### src/rtl/clock_ratio_meter.sv
// Measures a slow (e.g. divided) clock against clk: period and high time in clk cycles,
// plus lock (stable period) and stall (no rising edge within TIMEOUT cycles) status.
module clock_ratio_meter #(
    parameter int unsigned CNT_W       = 16,
    parameter int unsigned TIMEOUT     = 1000,
    parameter int unsigned LOCK_CNT    = 4,
    parameter int unsigned SYNC_STAGES = 2
) (
    input  logic             clk,
    input  logic             rst,
    input  logic             in_clk,
    input  logic             en,
    output logic [CNT_W-1:0] period,
    output logic [CNT_W-1:0] high_time,
    output logic             valid,
    output logic             locked,
    output logic             stalled
);

    localparam int unsigned MATCH_W = $clog2(LOCK_CNT);
    localparam logic [CNT_W-1:0]   TIMEOUT_V = CNT_W'(TIMEOUT);
    localparam logic [MATCH_W-1:0] MATCH_MAX = MATCH_W'(LOCK_CNT - 1);

    typedef enum logic [1:0] {
        IDLE = 2'd0,
        ARM  = 2'd1,
        MEAS = 2'd2
    } state_t;

    state_t state, state_nxt;

    logic [SYNC_STAGES-1:0] sync_q;
    logic                   s;
    logic                   s_d;
    logic                   rise_c;
    logic                   timeout_c;

    logic [CNT_W-1:0]   per_cnt, per_cnt_nxt;
    logic [CNT_W-1:0]   hi_cnt, hi_cnt_nxt;
    logic [CNT_W-1:0]   period_nxt, high_time_nxt;
    logic               valid_nxt, locked_nxt, stalled_nxt;
    logic [MATCH_W-1:0] match, match_nxt;
    logic               have_prev, have_prev_nxt;

    // Synchronizer chain plus one extra flop for edge detection
    always_ff @(posedge clk or negedge rst) begin
        if (!rst) begin
            sync_q <= '0;
            s_d    <= 1'b0;
        end else begin
            sync_q <= {sync_q[SYNC_STAGES-2:0], in_clk};
            s_d    <= s;
        end
    end

    assign s         = sync_q[SYNC_STAGES-1];
    assign rise_c    = s & ~s_d;
    assign timeout_c = (per_cnt == TIMEOUT_V) & ~rise_c;

    // State register
    always_ff @(posedge clk or negedge rst) begin
        if (!rst) begin
            state <= IDLE;
        end else begin
            state <= state_nxt;
        end
    end

    // Next-state logic; EN low forces IDLE from anywhere
    always_comb begin
        state_nxt = state;
        if (!en) begin
            state_nxt = IDLE;
        end else begin
            case (state)
                IDLE:    state_nxt = ARM;
                ARM:     if (rise_c) state_nxt = MEAS;
                MEAS:    if (timeout_c) state_nxt = ARM;
                default: state_nxt = IDLE;
            endcase
        end
    end

    // Counter, measurement and status next values
    always_comb begin
        per_cnt_nxt   = per_cnt;
        hi_cnt_nxt    = hi_cnt;
        period_nxt    = period;
        high_time_nxt = high_time;
        valid_nxt     = 1'b0;
        locked_nxt    = locked;
        stalled_nxt   = stalled;
        match_nxt     = match;
        have_prev_nxt = have_prev;

        if (!en) begin
            per_cnt_nxt   = '0;
            hi_cnt_nxt    = '0;
            locked_nxt    = 1'b0;
            stalled_nxt   = 1'b0;
            match_nxt     = '0;
            have_prev_nxt = 1'b0;
        end else begin
            case (state)
                IDLE: begin
                    per_cnt_nxt   = '0;
                    hi_cnt_nxt    = '0;
                    have_prev_nxt = 1'b0;
                end
                ARM: begin
                    // The span before the first rise is partial, so it only restarts counting
                    have_prev_nxt = 1'b0;
                    if (rise_c) begin
                        per_cnt_nxt = CNT_W'(1);
                        hi_cnt_nxt  = CNT_W'(1);
                    end
                end
                MEAS: begin
                    if (rise_c) begin
                        per_cnt_nxt   = CNT_W'(1);
                        hi_cnt_nxt    = CNT_W'(1);
                        period_nxt    = per_cnt;
                        high_time_nxt = hi_cnt;
                        valid_nxt     = 1'b1;
                        stalled_nxt   = 1'b0;
                        have_prev_nxt = 1'b1;
                        if (have_prev && (per_cnt == period)) begin
                            match_nxt  = (match == MATCH_MAX) ? match : match + MATCH_W'(1);
                            locked_nxt = (match_nxt == MATCH_MAX);
                        end else begin
                            match_nxt  = '0;
                            locked_nxt = 1'b0;
                        end
                    end else begin
                        per_cnt_nxt = per_cnt + CNT_W'(1);
                        if (s) begin
                            hi_cnt_nxt = hi_cnt + CNT_W'(1);
                        end
                        if (timeout_c) begin
                            stalled_nxt = 1'b1;
                            locked_nxt  = 1'b0;
                            match_nxt   = '0;
                        end
                    end
                end
                default: begin
                    per_cnt_nxt = '0;
                    hi_cnt_nxt  = '0;
                end
            endcase
        end
    end

    // Registered counters and outputs
    always_ff @(posedge clk or negedge rst) begin
        if (!rst) begin
            per_cnt   <= '0;
            hi_cnt    <= '0;
            period    <= '0;
            high_time <= '0;
            valid     <= 1'b0;
            locked    <= 1'b0;
            stalled   <= 1'b0;
            match     <= '0;
            have_prev <= 1'b0;
        end else begin
            per_cnt   <= per_cnt_nxt;
            hi_cnt    <= hi_cnt_nxt;
            period    <= period_nxt;
            high_time <= high_time_nxt;
            valid     <= valid_nxt;
            locked    <= locked_nxt;
            stalled   <= stalled_nxt;
            match     <= match_nxt;
            have_prev <= have_prev_nxt;
        end
    end

endmodule

### config.mk
export PLATFORM = sky130hd
export DESIGN_NAME = clock_ratio_meter
export DESIGN_NICKNAME = d
export VERILOG_FILES = /design/src/rtl/clock_ratio_meter.sv
export SDC_FILE = /design/constraint.sdc
export NUM_CORES = 1
export LEC_CHECK = 0
export CAP_MARGIN = 5
export CORE_UTILIZATION = 55
export CTS_BUF_LIST = sky130_fd_sc_hd__clkbuf_16
export DETAILED_ROUTE_END_ITERATION = 6
export GPL_TIMING_DRIVEN = 0
export HOLD_SLACK_MARGIN = 0.05
export PLACE_DENSITY_LB_ADDON = 0.12
export REMOVE_ABC_BUFFERS = 1
export SYNTH_ARGS = -nofsm -noshare
export SYNTH_HDL_FRONTEND = slang
export SYNTH_SLANG_ARGS = --single-unit
### constraint.sdc
create_clock -name clk -period 5.4 [get_ports clk]
set_clock_uncertainty 0.2 [all_clocks]
set_input_delay 0.81 -clock clk [delete_from_list [all_inputs] [get_ports clk]]
set_output_delay 0.81 -clock clk [all_outputs]
set_load 0.02 [all_outputs]
==> results of run 1 <==
[state kept, by name, indices dropped and copies added, names as in the netlist]
register and flops:
period 16, per_cnt 16, hi_cnt 16, match 2, stalled 1, state 2
locked 1, valid 1, have_prev 1, high_time 16, sync_q 2, s_d 1
[cell usage in the layout (no fill, tap or decap), types with 3 or more instances in the layout]
cell type	count
nand4_1	15
or3_1	3
a21boi_0	4
o31ai_1	4
nor2b_1	3
dfrtp_1	75
clkbuf_16	9
nand3_1	14
nand2_1	104
xor2_1	29
ha_1	7
xnor2_1	10
o21ai_0	16
inv_1	13
clkdlybuf4s50_1	37
nor4_1	6
nor3_1	3
bufinv_16	3
and3_1	3
a21oi_1	7
nor2_1	36
nor4b_1	3
a31oi_1	3
[worst min-delay path by stage]
stage	start	to
after global placement	sync_q[0]$_DFF_PN0_	sync_q[1]$_DFF_PN0_
after CTS	sync_q[0]$_DFF_PN0_	sync_q[1]$_DFF_PN0_
after global routing	sync_q[0]$_DFF_PN0_	sync_q[1]$_DFF_PN0_
after detailed placement	sync_q[0]$_DFF_PN0_	sync_q[1]$_DFF_PN0_
after floorplan	sync_q[0]$_DFF_PN0_	sync_q[1]$_DFF_PN0_
final	sync_q[0]$_DFF_PN0_	sync_q[1]$_DFF_PN0_
[power breakdown]
part	leakage (nW)	internal, mW	switching, mW
logic	0.857	0.0276	0.0613
clock network	0.163	0.446	0.226
registers	1.04	0.569	0.00716
[final cells by class]
type / instances / area (µm²) / share of cell area, %
Clock buffer: 9 / 225 / 5.05
Clock inverter: 6 / 106 / 2.38
Inverter: 13 / 48.8 / 1.09
Multi-Input combinational cell: 297 / 1690 / 37.8
Sequential cell: 75 / 1880 / 42.1
Tap cell: 77 / 96.3 / 2.16
Timing Repair Buffer: 41 / 420 / 9.42
[cells by family (layout without fill, tap and decap cells)]
group,Yosys count,after routing,synth area share [%]
compound gates,47,47,8.30
xor+xnor,39,39,9.25
fa+ha+maj,7,7,2.37
buf+inv,34,69,3.52
flops,75,75,50.8
mux,1,1,0.271
simple gates,203,203,25.5
[critical path: stages]
cell	delay, ns
clkdlybuf4s50_1	0.73
nand3_1	0.90
clkinv_1	0.99
nand2_1	0.29
nand2_1	0.07
[through the flow]
stage | std cells | hold WS [ns] | area [µm²]
3_5_place_dp | 502 | 0.136 | 4120
6_report | 518 | 0.150 | 4460
3_3_place_gp | 500 | 0.134 | 4090
2_1_floorplan | 385 | 0.131 | 3610
4_1_cts | 517 | 0.149 | 4450
5_1_grt | 518 | 0.161 | 4460
[layer usage]
| layer | vias to the layer above | wire [µm] | global-route usage (%) |
|---|---|---|---|
| li1 | 1420 | - | - |
| met1 | 1412 | 3440 | 31.4 |
| met2 | 73 | 3830 | 40.1 |
| met3 | 10 | 373 | 3.96 |
| met4 | 0 | 123 | 11.0 |
| met5 | - | 0 | 0 |
==> impl_results.md, run 1 <==
- Initial Utilization: 57.5%
- Synth area leaders: dfrtp_1 (51%), nand2_1 (11%), xor2_1 (6.9%)
- Mapped Area: 3690 µm²
- Yosys cell types: 45
- Drt pass-1 iters: 7
- Die Height: 84.0 µm
- Commonest cells in the netlist: nand2_1 (104), dfrtp_1 (75), nor2_1 (36), xor2_1 (29), o21ai_0 (16)
- Final WS setup: 1.60 ns
- Diode count: 0
- PwrDens: 300 nW/µm²
- Boundary Pins: 39
- Pre-CTS setup slack: 1.25 ns
- Pin count of the biggest net entering global routing: 42
- Clk Latency, worst-skew pair: 0.33 ns
- Final hold vios: 0
- Post-CTS sizing: 0
- Total track usage: 24.2%
- First-pass GRT wire length: 13400 µm
- Layout area overhead: 20.8%
- Sink Count: 75
- Crit. End Element: flop
- Total CTS buffers: 9
- Setup Buffers After CTS: 0
- Startpoint type of the worst setup path: input pin
- Worst-margin pin slew: 0.966 ns
- Rel. slew slack: 35.4%
- Fin. max-slew vios: 0
- Dpl hpwl: 5150 µm
- Async SR Flop Fraction: 100%
- Most used DFF post-synth: dfrtp_1
- RSZ-0062 raised after global routing: no
- CP Capture Point: period[4]$_DFFE_PN0P_
- Maximum VDD drop: 165 µV
- Drt drc: 2
- Wirelength per Cell: 15.0 µm
- Pleak: 2.06 nW
- Port Buffers: 38
- CTS max path bufs: 2
- Final-layout fill cell count: 520
- Worst Reg-to-Reg Cells: 6
- Crit path launch: en
- Routability congestion estimate: 0.828
- Reg2Reg Launch Point: state[0]$_DFFE_PN0P_
- RR Endpoint: period[4]$_DFFE_PN0P_
- Worst EP arrival: 3.81 ns
- Area share of the largest cell type after synthesis: 50.8%
- Global route total overflow: 0
- Standard-cell rows: 29
- Max Cap Viol: 0
- Seq/Total Area, Yosys: 50.8%
- Worst reg-to-reg setup slack: 2.14 ns
- Post-synthesis average cell area: 9.10 µm²
- Root Buffer: clkbuf_16
- Ys Warns: 0
- TNS Setup: 0 ns
- WL final: 7760 µm
- Critical Path Fanout Max: 27
- Initial antenna violation count: 0
- Vias in the first global route: 2843
- Clk pin slew, worst setup/hold paths: 0.06 ns
- Gate Count Post-Synth: 406
- Final setup vio count: 0
- Number of synthesized flops with an enable pin: 0
- Fmax: 0.263 GHz
- Die width: 84.0 µm
- Vias: 2915
- Total power: 1.34 mW
- Outcome: finished with violations
- Core area: 6420 µm²
- Vias per inst: 5.63
- TritonCTS clock tree: yes
- Final design utilization: 69.5%
- Hold Path Depth: 0
- Drt initial violations: 155
- Failing checks: design-rule violations
- Die area: 7050 µm²
- Area leader, netlist: dfrtp_1
- Number of routed nets with antenna violations: 0
- Count leader, synth: nand2_1
- HP Class: flop to flop
- Crit path kind: input pin to flop
- Tcrit/Tclk final: 70.4%
- Worst path required time: 5.41 ns
- Layout cell share with drive strength beyond 1: 5.90%
- # H-tree levels: 3
- Fin nets: 448
- Tmin final: 3.80 ns
- Yosys reg bits: 75
- Hold buffers post-CTS: 0
Note: power is estimated with default switching activity, not from simulation.
==> run 2, diff against run 1 <==
--- a/config.mk
+++ b/config.mk
@@ -6,7 +6,7 @@
 export NUM_CORES = 1
 export LEC_CHECK = 0
 export CAP_MARGIN = 5
-export CORE_UTILIZATION = 55
+export CORE_UTILIZATION = 51
 export CTS_BUF_LIST = sky130_fd_sc_hd__clkbuf_16
 export DETAILED_ROUTE_END_ITERATION = 6
 export GPL_TIMING_DRIVEN = 0
==> constraint.sdc (replaced) <==
create_clock -name clk -period 3.4 [get_ports clk]
set_clock_uncertainty 0.2 [all_clocks]
set_input_delay 0.51 -clock clk [delete_from_list [all_inputs] [get_ports clk]]
set_output_delay 0.51 -clock clk [all_outputs]
set_load 0.02 [all_outputs]
==> run 2 against run 1 <==
Worst hold slack better by 0.0093 ns; the flow now finishes without violations; highest routed layer unchanged; clock power up 47%; global-route usage down 1.0 points; critical path depth unchanged; routed wire length down 1.7%.
==> impl_results.md, run 2 (same netlist as run 1, synthesis figures left out) <==
- Final setup vio count: 0 (unchanged)
- Initial Utilization: 53.5% (-4.0 points)
- TritonCTS clock tree: yes
- Boundary Pins: 39 (unchanged)
- RSZ-0062 raised after global routing: no
- Design area: 4470 µm² (+0.22%)
- Sink Count: 75 (unchanged)
- Worst path buffer plus inverter count: 2 (unchanged)
- Final hold vios: 0 (unchanged)
- Initial antenna violation count: 0 (unchanged)
- WL final: 7630 µm (-1.7%)
- Fin. max-slew vios: 0 (unchanged)
- Worst-margin pin slew: 0.830 ns (-0.136 ns)
- Fin nets: 448 (unchanged)
- Final-layout fill cell count: 619 (+19%)
- Routability congestion estimate: 0.853 (+3.1%)
- Drt drc: 0 (-2)
- Standard-cell rows: 30 (+3.4%)
- Layout area overhead: 21.0%
- Startpoint type of the worst setup path: input pin
- Layout cell share with drive strength beyond 1: 6.12% (+0.23 points)
- Slowest-stage cell, CP: clkdlybuf4s50_1
- Total CTS buffers: 9 (unchanged)
- PwrDens: 457 nW/µm² (+53%)
- Crit. End Element: flop
- Die width: 87.1 µm (+3.8%)
- Multi-input logic area: 1690 µm² (+0.30%)
- Clk pin slew, worst setup/hold paths: 0.05 ns (about the same)
- Drt initial violations: 147 (-5.2%)
- First-pass GRT wire length: 13400 µm (+0.31%)
- CTS max path bufs: 2 (unchanged)
- Core area: 6910 µm² (+7.5%)
- HP Class: flop to flop
- Pin count of the biggest net entering global routing: 46 (+9.5%)
- Clk Latency, worst-skew pair: 0.33 ns (about the same)
- Worst reg-to-reg setup slack: 0.45 ns (-1.69 ns)
- Worst path most repeated cell: nand2_1
- Vias per inst: 5.33 (-5.3%)
- Global route total overflow: 0 (unchanged)
- Root Buffer: clkbuf_16
- Tcrit/Tclk final: 91.0%
- TNS Setup: 0 ns (unchanged)
- Wirelength per Cell: 14.2 µm (-5.2%)
- Worst path required time: 3.46 ns (-1.95 ns)
- Drt pass-1 iters: 4 (-3)
- Storage cell area: 1880 µm² (unchanged)
- Tmin final: 3.10 ns
- Port Buffers: 38 (unchanged)
- Largest stage delay, worst path: 0.88 ns (-0.11 ns)
- Critical Path Fanout Max: 39 (+44%)
- Pleak: 2.04 nW (-0.81%)
- Crit path kind: input pin to flop
- Dpl hpwl: 5040 µm (-2.1%)
- Max Cap Viol: 0 (unchanged)
- Outcome: finished clean
- Hold slack: 0.159 ns (+0.00929 ns)
- Fmax: 0.323 GHz
- CP cell instances: clkdlybuf4s50_1 > nand3_2 > clkinvlp_4 > nand2_1 > nand2_1
- Vias: 2861 (-1.9%)
- Die Height: 87.1 µm (+3.8%)
- Commonest non-fill, non-tap cell in the layout: nand2_1
- Vias in the first global route: 2768 (-2.6%)
- Die area: 7590 µm² (+7.6%)
- Most frequent cells in the layout: nand2_1 (104), dfrtp_1 (75), clkdlybuf4s50_1 (37), nor2_1 (36), xor2_1 (29)
- CP delay by family, top: buffers and inverters
- # H-tree levels: 3 (unchanged)
- Rel. slew slack: 44.6% (+9.2 points)
- Worst EP arrival: 3.16 ns (-0.65 ns)
- Total track usage: 23.2% (-1.0 points)
- Number of routed nets with antenna violations: 0 (unchanged)
- Diode count: 0 (unchanged)
- Maximum VDD drop: 257 µV (+56%)
- Placed Instance Area: 4140 µm² (+0.52%)
- Setup Buffers After CTS: 0 (unchanged)
==> run 2: worst paths after layout <==
check                                           endpoint                 start  depth (start not counted)
worst max-delay path            high_time[1]$_DFFE_PN0P_                    en                          5
worst min-delay path                 sync_q[1]$_DFF_PN0_   sync_q[0]$_DFF_PN0_                          0
worst max register to register  high_time[1]$_DFFE_PN0P_  state[0]$_DFFE_PN0P_                          6
worst min register to register       sync_q[1]$_DFF_PN0_   sync_q[0]$_DFF_PN0_                          0
max in group asynchronous          hi_cnt[1]$_DFFE_PN0P_                   rst                          3
min in group asynchronous             locked$_DFFE_PN0P_                   rst                          2
==> run 2: area by class of cell <==
cell class                      count  area share [%]
Timing Repair Buffer               41            9.46
Inverter                           13            1.18
Sequential cell                    75            42.0
Multi-Input combinational cell    297            37.8
Clock buffer                        9            5.04
Tap cell                           96            2.69
Clock inverter                      6            1.82
==> run 2: repair_timing <==
action / in CTS / in global routing
gates resized for setup: 0 / 1
setup endpoints to repair: 0 / 27
endpoints found under the hold margin: 30 / 0
hold buffers: 1 / 0
==> run 2: layer usage <==
layer	vias up	GRT usage (%)	wire length [µm]
met5	-	0	0
met4	0	10.3	98
met3	8	3.41	207
met2	44	38.4	3820
met1	1392	30.4	3500
li1	1417	-	-
==> run 2: where the power goes <==
part	leakage [nW]	internal [mW]	total, mW	switching (mW)
combinational	0.855	0.0453	0.143	0.0974
sequential	1.04	0.903	0.915	0.0120
clock	0.149	0.633	0.986	0.354
==> run 2: stage by stage <==
step	power, mW	util (%)	setup WS (ns)	instances
after floorplan	1.01	-	0.686	385
after global placement	1.06	59.5	-1.04	519
after detailed placement	1.07	60.0	-0.264	520
after CTS	2.06	64.6	0.0850	536
after global routing	2.12	64.7	0.0191	537
final	2.04	64.7	0.304	537
==> run 3, diff against run 2 <==
--- a/config.mk
+++ b/config.mk
@@ -5,7 +5,7 @@
 export SDC_FILE = /design/constraint.sdc
 export NUM_CORES = 1
 export LEC_CHECK = 0
-export CAP_MARGIN = 5
+export CAP_MARGIN = 15
 export CORE_UTILIZATION = 51
 export CTS_BUF_LIST = sky130_fd_sc_hd__clkbuf_16
 export DETAILED_ROUTE_END_ITERATION = 6
==> run 3 against run 2 <==
Count of clock-buffer cells in the layout unchanged; sequential cell count unchanged; first-iteration DRC count increased by 18%; sequential power barely moved; highest routed layer unchanged; combinational power about the same; global-route usage decreased by 0.69 points; non-clock buffer count is the same; largest power group unchanged; via count is 1.4% higher; utilization decreased by 0.16 points; maximum frequency is 0.37% higher; clock power shrank 5.1%.
==> impl_results.md, run 3 (same netlist as run 1, synthesis figures left out) <==
- Slowest-stage cell, CP: clkdlybuf4s50_1
- Design area: 4460 µm² (-0.25%)
- Standard-cell rows: 30 (unchanged)
- Worst path buffer plus inverter count: 2 (unchanged)
- Vias in the first global route: 2778 (+0.36%)
- Initial antenna violation count: 0 (unchanged)
- Critical Path Fanout Max: 39 (unchanged)
- TritonCTS clock tree: yes
- Switching Fraction: 24.1% (+1.4 points)
- Worst Reg-to-Reg Cells: 6 (unchanged)
- Most frequent cells in the layout: nand2_1 (104), dfrtp_1 (75), clkdlybuf4s50_1 (37), nor2_1 (36), xor2_1 (29)
- Startpoint type of the worst setup path: input pin
- Layout cell share with drive strength beyond 1: 6.11% (-0.014 points)
- First-pass GRT wire length: 13000 µm (-2.7%)
- Pint: 1.51 mW (-4.3%)
- Crit. End Element: flop
- # H-tree levels: 3 (unchanged)
- Initial Utilization: 53.5% (unchanged)
- Final hold vios: 0 (unchanged)
- Commonest non-fill, non-tap cell in the layout: nand2_1
- Maximum VDD drop: 362 µV (+41%)
- Fmax: 0.324 GHz (+0.37%)
- Total power: 1.99 mW (-2.5%)
- Diode count: 0 (unchanged)
- Worst reg-to-reg setup slack: 0.47 ns (+0.02 ns)
- Clk pin slew, worst setup/hold paths: 0.06 ns (about the same)
- RR Endpoint: high_time[1]$_DFFE_PN0P_
- Hold Path Depth: 0 (unchanged)
- Worst path required time: 3.47 ns (about the same)
- Pin count of the biggest net entering global routing: 46 (unchanged)
- Hold Crit Endpoint: sync_q[1]$_DFF_PN0_
- Multi-input logic area: 1690 µm² (unchanged)
- Tmin final: 3.08 ns (-0.0114 ns)
- WL final: 7640 µm (+0.12%)
- Vias per inst: 5.39 (+1.2%)
- Rel. slew slack: 44.7% (+0.063 points)
- Total track usage: 22.5% (-0.69 points)
- RSZ-0062 raised after global routing: no
- Drt pass-1 iters: 4 (unchanged)
- Sequential group share of total power: 45.9% (+1.1 points)
- CP delay by family, top: buffers and inverters
- Storage cell area: 1880 µm² (unchanged)
- Port Buffers: 38 (unchanged)
- Worst-margin pin slew: 0.829 ns (-0.000940 ns)
- Crit path kind: input pin to flop
- Reg2Reg Launch Point: state[0]$_DFFE_PN0P_
- Wirelength per Cell: 14.2 µm (about the same)
- Core area: 6910 µm² (unchanged)
- Die width: 87.1 µm (unchanged)
- Placed Instance Area: 4150 µm² (+0.18%)
- CTS max path bufs: 2 (unchanged)
- Die Height: 87.1 µm (unchanged)
- Final setup vio count: 0 (unchanged)
- Outcome: finished clean
- Worst Hold Launch: sync_q[0]$_DFF_PN0_
- Boundary Pins: 39 (unchanged)
- Number of routed nets with antenna violations: 0 (unchanged)
- Routability congestion estimate: 0.853 (unchanged)
- Max Cap Viol: 0 (unchanged)
- Sink Count: 75 (unchanged)
- Clk Latency, worst-skew pair: 0.34 ns (about the same)
- Tcrit/Tclk final: 90.7% (-0.34 points)
- Drt initial violations: 174 (+18%)
- Fin. max-slew vios: 0 (unchanged)
- Clock power frac: 46.9% (-1.3 points)
- Largest stage delay, worst path: 0.88 ns (about the same)
- Global route total overflow: 0 (unchanged)
- Root Buffer: clkbuf_16
- Layout area overhead: 20.7%
- CP cell instances: clkdlybuf4s50_1 > nand3_2 > clkinvlp_4 > nand2_1 > nand2_1
- Dpl hpwl: 5020 µm (-0.38%)
- Die area: 7590 µm² (unchanged)
- Drt drc: 0 (unchanged)
- Worst path most repeated cell: nand2_1
- Combinational share of power: 7.2% (+0.2 points)
- Worst EP arrival: 3.16 ns (about the same)
- PwrDens: 447 nW/µm² (-2.2%)
- Pleak: 2.03 nW (-0.41%)
- HP Class: flop to flop
- Psw: 480 µW (+3.7%)
- Total CTS buffers: 9 (unchanged)
- Vias: 2900 (+1.4%)
- Final-layout fill cell count: 621 (+0.32%)
- Fin nets: 448 (unchanged)
## run 3: worst max-delay path by stage
stage | end | from | cells past startpoint | slack (ns)
floorplan | high_time[0]$_DFFE_PN0P_ | state[0]$_DFFE_PN0P_ | 6 | 0.69
global placement | high_time[12]$_DFFE_PN0P_ | rst | 1 | -1.04
detailed placement | high_time[0]$_DFFE_PN0P_ | en | 5 | -0.27
CTS | high_time[0]$_DFFE_PN0P_ | en | 5 | 0.07
global route | high_time[6]$_DFFE_PN0P_ | en | 5 | 0.02
finish | high_time[1]$_DFFE_PN0P_ | en | 5 | 0.32
## run 3: what timing repair did
item	4_1_cts	5_1_grt
resized for setup	0	1
hold buffers	1	0
buffers inserted	0	0
setup endpoints to repair	0	27
endpoints found under the hold margin	30	0
## run 3: layout make-up
type                       instances  area share [%]
clock buffer                       9            5.05
clock inverter                     7            1.57
inverter                          13            1.18
multi-input combinational        297            37.9
sequential                        75            42.1
tap                               96            2.69
timing repair buffer              41            9.48
## run 3: through the flow
stage | utilization [%] | instances | setup WS [ns] | hold slack [ns] | setup TNS (ns)
3_3_place_gp | 59.5 | 519 | -1.04 | 0.137 | -105.21
5_1_grt | 64.6 | 538 | 0.0152 | 0.171 | 0
4_1_cts | 64.5 | 538 | 0.0677 | 0.163 | 0
3_5_place_dp | 60.1 | 521 | -0.268 | 0.150 | -6.36
2_1_floorplan | - | 385 | 0.686 | 0.0144 | 0
6_report | 64.6 | 538 | 0.316 | 0.155 | 0
## run 3: power groups by stage
stage | logic (mW) | registers, mW | clock network, mW
detailed placement | 0.143 | 0.931 | 0
finish | 0.143 | 0.915 | 0.936
floorplan | 0.0810 | 0.931 | 0
global placement | 0.133 | 0.930 | 0
CTS | 0.145 | 0.915 | 0.946
global route | 0.162 | 0.917 | 0.987
## run 3: per-layer routing
metal  global-route usage [%]  part of all wire [%]
met2                     37.4                    49
met1                     29.3                    47
met4                     8.94                   1.2
met3                     4.27                   3.1
met5                        0                     0
## run 3: worst register-to-register path: stages, from the launching register on
cell        delay, ns
dfrtp_1          0.39
inv_1            0.11
ha_1             0.46
nand3_2          0.75
clkinvlp_4       0.76
nand2_1          0.12
nand2_1          0.07
